File: src/rtl/pic_mem_fetch_pkg.sv
// rtl/pic_mem_fetch_pkg.sv - shared constants and types for the sprite fetch engine
package pic_mem_fetch_pkg;

    localparam int ADDR_W = 12;
    localparam int PIX_W  = 16;
    localparam int DIM_W  = 7;

    typedef enum logic [1:0] {
        ST_IDLE,
        ST_FETCH,
        ST_DRAIN,
        ST_FIN
    } state_t;

    typedef struct packed {
        logic sof;
        logic eol;
        logic eof;
    } tag_t;

    typedef struct packed {
        tag_t             tag;
        logic [PIX_W-1:0] data;
    } stream_word_t;

endpackage

File: src/rtl/pic_fetch_fifo.sv
// rtl/pic_fetch_fifo.sv - 2-entry synchronous FIFO of tagged pixel words
module pic_fetch_fifo
    import pic_mem_fetch_pkg::*;
(
    input  logic         clk,
    input  logic         reset_n,
    input  logic         push,
    input  stream_word_t push_word,
    input  logic         pop,
    output stream_word_t head_word,
    output logic [1:0]   count,
    output logic         full,
    output logic         empty
);

    stream_word_t mem [2];
    logic         wr_ptr;
    logic         rd_ptr;
    logic         do_push;
    logic         do_pop;

    assign full      = (count == 2'd2);
    assign empty     = (count == 2'd0);
    assign do_push   = push && !full;
    assign do_pop    = pop && !empty;
    assign head_word = mem[rd_ptr];

    // Storage array; contents need no reset because count gates visibility.
    always_ff @(posedge clk) begin
        if (do_push) begin
            mem[wr_ptr] <= push_word;
        end
    end

    // Pointers and occupancy; a simultaneous push and pop leaves count unchanged.
    always_ff @(posedge clk) begin
        if (!reset_n) begin
            wr_ptr <= 1'b0;
            rd_ptr <= 1'b0;
            count  <= 2'd0;
        end else begin
            if (do_push) begin
                wr_ptr <= ~wr_ptr;
            end
            if (do_pop) begin
                rd_ptr <= ~rd_ptr;
            end
            count <= count + {1'b0, do_push} - {1'b0, do_pop};
        end
    end

endmodule

File: src/rtl/pic_mem_fetch.sv
// rtl/pic_mem_fetch.sv - sprite read engine streaming RGB565 pixels from picture memory port 2
module pic_mem_fetch
    import pic_mem_fetch_pkg::*;
(
    input  logic              clk,
    input  logic              reset_n,
    input  logic              start,
    input  logic [ADDR_W-1:0] base_addr,
    input  logic [DIM_W-1:0]  width,
    input  logic [DIM_W-1:0]  height,
    input  logic [ADDR_W-1:0] stride,
    output logic              busy,
    output logic              done,
    output logic [ADDR_W-1:0] mem_address,
    output logic              mem_chipselect,
    output logic              mem_clken,
    output logic              mem_write,
    input  logic [PIX_W-1:0]  mem_readdata,
    output logic [PIX_W-1:0]  pix_data,
    output logic              pix_valid,
    input  logic              pix_ready,
    output logic              pix_sof,
    output logic              pix_eol,
    output logic              pix_eof
);

    state_t            state;
    state_t            state_n;
    logic [DIM_W-1:0]  width_r;
    logic [DIM_W-1:0]  height_r;
    logic [ADDR_W-1:0] stride_r;
    logic [ADDR_W-1:0] row_addr;
    logic [ADDR_W-1:0] col_addr;
    logic [ADDR_W-1:0] next_row_addr;
    logic [DIM_W-1:0]  col;
    logic [DIM_W-1:0]  row;
    logic              inflight;
    tag_t              inflight_tag;
    tag_t              issue_tag;
    logic              issue;
    logic              pop;
    logic [2:0]        occupancy;
    logic              drain_done;
    stream_word_t      head_word;
    logic [1:0]        fifo_count;
    logic              fifo_full;
    logic              fifo_empty;

    assign mem_clken      = 1'b1;
    assign mem_write      = 1'b0;
    assign mem_address    = col_addr;
    assign mem_chipselect = issue;
    assign busy           = (state != ST_IDLE);
    assign done           = (state == ST_FIN);

    assign pix_valid = !fifo_empty;
    assign pix_data  = head_word.data;
    assign pix_sof   = head_word.tag.sof;
    assign pix_eol   = head_word.tag.eol;
    assign pix_eof   = head_word.tag.eof;
    assign pop       = pix_valid && pix_ready;

    // Words held or owed: a read may go out only if the FIFO will have room when it lands.
    assign occupancy     = {1'b0, fifo_count} + {2'b00, inflight};
    assign issue         = (state == ST_FETCH) && (occupancy < (3'd2 + {2'b00, pop}));
    assign next_row_addr = row_addr + stride_r;

    assign issue_tag.sof = (row == '0) && (col == '0);
    assign issue_tag.eol = (col == width_r - 7'd1);
    assign issue_tag.eof = issue_tag.eol && (row == height_r - 7'd1);

    // Last pixel leaves this cycle or already left, and nothing is still on its way back.
    assign drain_done = !inflight && (fifo_empty || ((fifo_count == 2'd1) && pop));

    pic_fetch_fifo u_fifo (
        .clk       (clk),
        .reset_n   (reset_n),
        .push      (inflight),
        .push_word ({inflight_tag, mem_readdata}),
        .pop       (pop),
        .head_word (head_word),
        .count     (fifo_count),
        .full      (fifo_full),
        .empty     (fifo_empty)
    );

    // State register.
    always_ff @(posedge clk) begin
        if (!reset_n) begin
            state <= ST_IDLE;
        end else begin
            state <= state_n;
        end
    end

    // Next-state: empty sprites skip straight to FIN, the eof read ends FETCH.
    always_comb begin
        state_n = state;
        case (state)
            ST_IDLE: begin
                if (start) begin
                    state_n = ((width == '0) || (height == '0)) ? ST_FIN : ST_FETCH;
                end
            end
            ST_FETCH: begin
                if (issue && issue_tag.eof) begin
                    state_n = ST_DRAIN;
                end
            end
            ST_DRAIN: begin
                if (drain_done) begin
                    state_n = ST_FIN;
                end
            end
            ST_FIN: begin
                state_n = ST_IDLE;
            end
            default: begin
                state_n = ST_IDLE;
            end
        endcase
    end

    // Command latch, address walker and the one-deep in-flight read tracker.
    always_ff @(posedge clk) begin
        if (!reset_n) begin
            width_r      <= '0;
            height_r     <= '0;
            stride_r     <= '0;
            row_addr     <= '0;
            col_addr     <= '0;
            col          <= '0;
            row          <= '0;
            inflight     <= 1'b0;
            inflight_tag <= '0;
        end else begin
            if ((state == ST_IDLE) && start) begin
                width_r  <= width;
                height_r <= height;
                stride_r <= stride;
                row_addr <= base_addr;
                col_addr <= base_addr;
                col      <= '0;
                row      <= '0;
            end else if (issue) begin
                if (issue_tag.eol) begin
                    row_addr <= next_row_addr;
                    col_addr <= next_row_addr;
                    col      <= '0;
                    row      <= row + 7'd1;
                end else begin
                    col_addr <= col_addr + 12'd1;
                    col      <= col + 7'd1;
                end
            end
            inflight     <= issue;
            inflight_tag <= issue_tag;
        end
    end

endmodule

File: config.mk
export PLATFORM = sky130hd
export DESIGN_NAME = pic_mem_fetch
export DESIGN_NICKNAME = d
export VERILOG_FILES = /design/src/rtl/pic_mem_fetch_pkg.sv /design/src/rtl/pic_fetch_fifo.sv /design/src/rtl/pic_mem_fetch.sv
export SDC_FILE = /design/constraint.sdc
export NUM_CORES = 1
export LEC_CHECK = 0
export ABC_AREA = 1
export BUFFER_PORTS_ARGS = -buffer_cell sky130_fd_sc_hd__buf_4
export CORE_MARGIN = 2
export CORE_UTILIZATION = 62
export DETAILED_ROUTE_END_ITERATION = 8
export GPL_TIMING_DRIVEN = 0
export PLACE_DENSITY = 0.86
export SLEW_MARGIN = 40
export SYNTH_ARGS = -nofsm -noshare
export SYNTH_HDL_FRONTEND = slang
export SYNTH_HIERARCHICAL = 1
export SYNTH_SLANG_ARGS = --single-unit
File: constraint.sdc
create_clock -name clk -period 5.4 [get_ports clk]
set_clock_uncertainty 0.1 [all_clocks]
set_input_delay 0.81 -clock clk [delete_from_list [all_inputs] [get_ports clk]]
set_output_delay 0.81 -clock clk [all_outputs]
set_load 0.02 [all_outputs]
==> impl_metrics.json, run 1 <==
{
  "comb_power_share_pct": 40.3,
  "cts_buffer_depth": 2,
  "die_w_um": 104,
  "p_clk_share_pct": 27.4,
  "ff_latch_area_mm2": 0.00264,
  "drtAntennaViolNets": 0,
  "avgViaCountPerCell": 5.64,
  "synthCells": 775,
  "nets": 972,
  "die_h_um": 104,
  "cts_sinks": 113,
  "coreArea_mm2": 0.00973,
  "syn_area_mm2": 0.00617,
  "syn_area_per_cell_um2": 7.96,
  "clk_pin_slew_ns": 0.06,
  "globalRouteTotalUtil_pct": 30.5,
  "grt_max_degree": 20,
  "syn_to_final_growth_pct": 22.7,
  "swShare_pct": 40.0,
  "setup.worst_path.end": "mem_chipselect",
  "start_kind": "register",
  "worst_pin_slew_ns": 0.763,
  "worstReg2RegEnd": "mem_address[11]$_SDFFE_PN0P_",
  "drtIter0Drc": 285,
  "multiInputGateArea_mm2": 0.00312,
  "drv_cap": 0,
  "num_vias": 5808,
  "dp_slack_ns": 2.80,
  "reg2reg_from": "inflight$_SDFF_PN0_",
  "post-cts-setup-buffer-count": 0,
  "internal-power_uw": 2260,
  "slew_headroom_pct": 49.1,
  "slew_violations": 0,
  "r2r_slack_ns": 3.01,
  "diodes": 0,
  "rsz0062_at_grt": "false",
  "required_ns": 4.49,
  "routedWlPerCell_um": 15.5,
  "setup_viol": 0,
  "final_common_cell": "nand2_1",
  "grt_pass1_wl_um": 26300,
  "drc_errors": 0,
  "drive_above_1_share_pct": 20.1,
  "fmax_ghz": 0.340,
  "fin_area_mm2": 0.00757,
  "synth_fp_nets": 861,
  "worst-path-max-fanout": 10,
  "hold_buffers": 0,
  "num_rows": 36,
  "hold_class": "register to register",
  "antenna_found_initial": 0,
  "status": "finished clean",
  "p_leak_uw": 0.00338,
  "fin_crit_sh_pct": 54.5,
  "grt_overflow": 0,
  "path_class": "register to output port",
  "grt_pass1_vias": 5653,
  "reg2reg_depth": 10,
  "fillers": 686,
  "fin_setup_tns_ns": 0,
  "fin_crit_ns": 2.94,
  "dieArea_mm2": 0.0108,
  "end_kind": "output port",
  "io_pins": 95,
  "worst_slack_ns": 2.46,
  "synth_warnings": 6,
  "routed_wl_um": 16000,
  "firstDrtPassIters": 8,
  "final_cell_mix": "149 x nand2_1, 109 x nor2_1, 95 x buf_4",
  "startpoint": "inflight$_SDFF_PN0_",
  "hpwl_um": 11400,
  "dpl_cell_area_mm2": 0.00703,
  "h-tree-depth": 4,
  "power.switching_uw": 1500,
  "clk_latency_ns": 0.54,
  "seq_power_share_pct": 32.2,
  "root_buffer": "clkbuf_8",
  "portBuffers": 92,
  "power_density_mw_per_mm2": 497,
  "vdd_drop_max_v": 0.000324,
  "hold_viol": 0,
  "arrival_ns": 2.03,
  "initial_core_util_pct": 63.4,
  "gp_congestion": 0.949,
  "cts_buffers": 17,
  "cts_tree": "yes",
  "cts_resized": 0
}
[metrics by stage]
step	util [%]	std cells	hold slack, ns	total power (uW)
2_1_floorplan	-	775	0.304	2250
4_1_cts	77.8	1030	0.326	3740
5_1_grt	77.8	1030	0.333	3980
3_5_place_dp	72.3	1000	0.314	2700
6_report	77.8	1030	0.325	3760
3_3_place_gp	72.2	1000	0.308	2620
[cell type report]
class / count / share of cell area (%)
multi-input combinational: 565 / 41.2
sequential: 113 / 34.9
timing repair buffer: 92 / 9.12
clock buffer: 18 / 5.52
inverter: 72 / 3.57
tap: 133 / 2.20
buffer: 25 / 1.92
clock inverter: 12 / 1.59
[worst max-delay path: stages, from the launching register on]
cell and delay, ns:
dfxtp_1 0.35, ha_1 0.21, ha_1 0.26, o21ai_1 0.09, nand2_1 0.10, nor2_4 0.28, buf_4 0.21
[state kept, by name, indices dropped and copies added (netlist names), named ones only]
name and flops:
col 7, u_fifo/wr_ptr 1, row 7, u_fifo/count 2
u_fifo/rd_ptr 1, height_r 7, width_r 7, mem_address 12
inflight_tag 3, row_addr 12, u_fifo/mem 38, state 2
stride_r 12, inflight 1
[per-layer routing]
layer / global-route usage (%) / vias to the layer above / share of wire (%)
li1: - / 2785 / -
met1: 35.5 / 2680 / 39
met2: 52.3 / 260 / 49
met3: 6.23 / 83 / 7.0
met4: 17.8 / 0 / 5.4
met5: 0 / - / 0
[how the worst min path moves through the flow]
stage                                          start                           to  slack (ns)  depth (start not counted)
after floorplan           inflight_tag[0]$_SDFF_PN0_  u_fifo/mem[0][16]$_DFFE_PP_        0.30                          0
after global placement    inflight_tag[0]$_SDFF_PN0_  u_fifo/mem[0][16]$_DFFE_PP_        0.31                          0
after detailed placement  inflight_tag[1]$_SDFF_PN0_  u_fifo/mem[1][17]$_DFFE_PP_        0.31                          0
after CTS                 inflight_tag[1]$_SDFF_PN0_  u_fifo/mem[0][17]$_DFFE_PP_        0.33                          0
after global routing      inflight_tag[1]$_SDFF_PN0_  u_fifo/mem[1][17]$_DFFE_PP_        0.33                          0
final                     inflight_tag[1]$_SDFF_PN0_  u_fifo/mem[0][17]$_DFFE_PP_        0.33                          0
[power groups by stage]
stage | Sequential, uW | Combinational (uW) | Clock [uW]
CTS | 1210 | 1500 | 1030
floorplan | 1230 | 1010 | 0
global route | 1230 | 1680 | 1070
detailed placement | 1220 | 1470 | 0
global placement | 1210 | 1410 | 0
finish | 1210 | 1520 | 1030
Power figures use the tool's default switching activity.
==> run 2, diff against run 1 <==
- ABC_AREA: 1 -> 0
- CORE_UTILIZATION: 62 -> 51
- PLACE_DENSITY: 0.86 -> 0.76
- clock period: 5.4 -> 2.6 ns (I/O delays scaled with it)
==> run 2 against run 1 <==
  * Power increased by 84%
  * Via count decreased by 14%
  * Hold slack got worse by 0.26 ns
  * Largest cell class unchanged
  * Largest power group is now registers
  * Highest routed layer unchanged
==> impl_metrics.json, run 2 <==
{
  "status": "finished clean",
  "syn_area_per_cell_um2": 9.61,
  "fmax_ghz": 0.388,
  "start_kind": "register",
  "min_from": "mem_readdata[12]",
  "routed_wl_um": 14900,
  "drv_cap": 0,
  "hold_buffers": 0,
  "h-tree-depth": 4,
  "synth_fp_nets": 691,
  "largest_register_ffs": 38,
  "worst_pin_slew_ns": 0.643,
  "routedWlPerCell_um": 17.1,
  "num_rows": 38,
  "grt_overflow": 0,
  "power_density_mw_per_mm2": 923,
  "crit_slowest_cell": "a211o_4",
  "worst-path-max-fanout": 4,
  "initial_core_util_pct": 52.9,
  "syn_to_final_growth_pct": 28.9,
  "fin_setup_tns_ns": 0,
  "coreArea_mm2": 0.0110,
  "dpl_cell_area_mm2": 0.00669,
  "cts_tree": "yes",
  "vdd_drop_max_v": 0.000504,
  "fin_area_mm2": 0.00749,
  "p_leak_uw": 0.00298,
  "drive_above_1_share_pct": 25.5,
  "root_buffer": "clkbuf_16",
  "cts_buffers": 17,
  "fillers": 821,
  "die_h_um": 111,
  "end_kind": "register",
  "diodes": 0,
  "syn_area_mm2": 0.00581,
  "synthCells": 605,
  "synth_warnings": 6,
  "clk_pin_slew_ns": 0.06,
  "hold_end": "u_fifo/mem[1][12]$_DFFE_PP_",
  "worst_hold_slack_ns": 0.0642,
  "cts_buffer_depth": 2,
  "path_class": "register to register",
  "avgViaCountPerCell": 5.73,
  "grt_max_degree": 20,
  "path_common_cell": "buf_4",
  "hold_class": "input port to register",
  "drtIter0Drc": 380,
  "rsz0062_at_grt": "true",
  "slew_violations": 0,
  "critPathMaxStageDelay_ns": 0.39,
  "reg2reg_depth": 9,
  "crit_chain": "ha_2, ha_1, a211o_4, buf_4, a2111oi_4, buf_4, nor2_1, a211o_1, a21oi_1",
  "dieArea_mm2": 0.0123,
  "arrival_ns": 2.81,
  "fin_crit_sh_pct": 99.1,
  "grt_pass1_vias": 4984,
  "globalRouteTotalUtil_pct": 24.2,
  "required_ns": 2.84,
  "final_cell_mix": "102 x buf_4, 96 x nand2_1, 70 x dfxtp_1",
  "grt_pass1_wl_um": 24000,
  "worstReg2RegEnd": "row_addr[11]$_SDFFE_PN0P_",
  "top_register": "u_fifo/mem",
  "nets": 806,
  "hpwl_um": 10300,
  "slew_headroom_pct": 57.1,
  "fin_crit_ns": 2.58,
  "hold_viol": 0,
  "setup_viol": 0,
  "final_common_cell": "buf_4",
  "drc_errors": 0,
  "antenna_found_initial": 0,
  "startpoint": "inflight$_SDFF_PN0_",
  "io_pins": 95,
  "portBuffers": 92,
  "num_vias": 5004,
  "fin_util_pct": 68.2,
  "reg2reg_from": "inflight$_SDFF_PN0_",
  "cts_sinks": 113,
  "firstDrtPassIters": 5,
  "hold_path_depth": 1,
  "clk_latency_ns": 0.41,
  "gp_congestion": 0.932,
  "r2r_slack_ns": 0.02,
  "drtAntennaViolNets": 0,
  "die_w_um": 111
}
[run 2: worst max path at each step]
stage                                       end  slack [ns]  cells after the start
floorplan           mem_address[1]$_SDFFE_PN0P_        0.13                     10
global route              state[1]$_SDFFE_PN0P_       -0.05                      8
finish                row_addr[11]$_SDFFE_PN0P_        0.02                      9
global placement                 mem_chipselect       -0.24                      7
CTS                              mem_chipselect       -0.04                      6
detailed placement               mem_chipselect       -0.27                      7
[run 2: through the flow]
step	power, uW	instances	worst slack, ns
finish	6920	873	0.0243
CTS	6850	870	-0.0450
floorplan	3740	605	0.130
global route	7270	873	-0.0519
global placement	4330	837	-0.241
detailed placement	4420	837	-0.270
[run 2: routing by layer]
layer | vias to the layer above | wire (um) | global-route usage (%)
met2 | 236 | 7430 | 41.5
met5 | - | 0 | 0
met3 | 29 | 1060 | 4.92
met4 | 0 | 291 | 10.4
met1 | 2357 | 6110 | 29.5
li1 | 2382 | - | -
[run 2: cell type report]
cell class	instances	area, um2	area share (%)
clock inverters	15	169	2.25
plain buffers	28	174	2.32
repair buffers	98	736	9.82
multi-input cells	440	3080	41.1
well taps	140	175	2.34
clock buffers	17	425	5.68
flip-flops and latches	113	2650	35.4
inverters	22	87.6	1.17
[run 2: timing repair]
action                                  in CTS  in global routing
pin swaps                                    4                 13
hold endpoints to repair                     0                  0
gates resized for setup                     23                 19
buffers inserted                             2                  4
endpoints found under the setup margin      37                 25
[run 2: power by group]
group	leakage (uW)	internal, uW	switching, uW
Combinational	0.00174	912	1300
Sequential	0.000961	2120	249
Clock	0.000284	1440	900
Total	0.00298	4470	2450
[run 2: critical path: cells and delay by family, from the launching register on]
family                   cells  cell delay [ns]
buffers and inverters        2             0.37
adder cells (fa/ha/maj)      2             0.49
AO/OA/AOI/OAI                4             1.17
flip-flops                   1             0.34
AND/OR/NAND/NOR              1             0.04
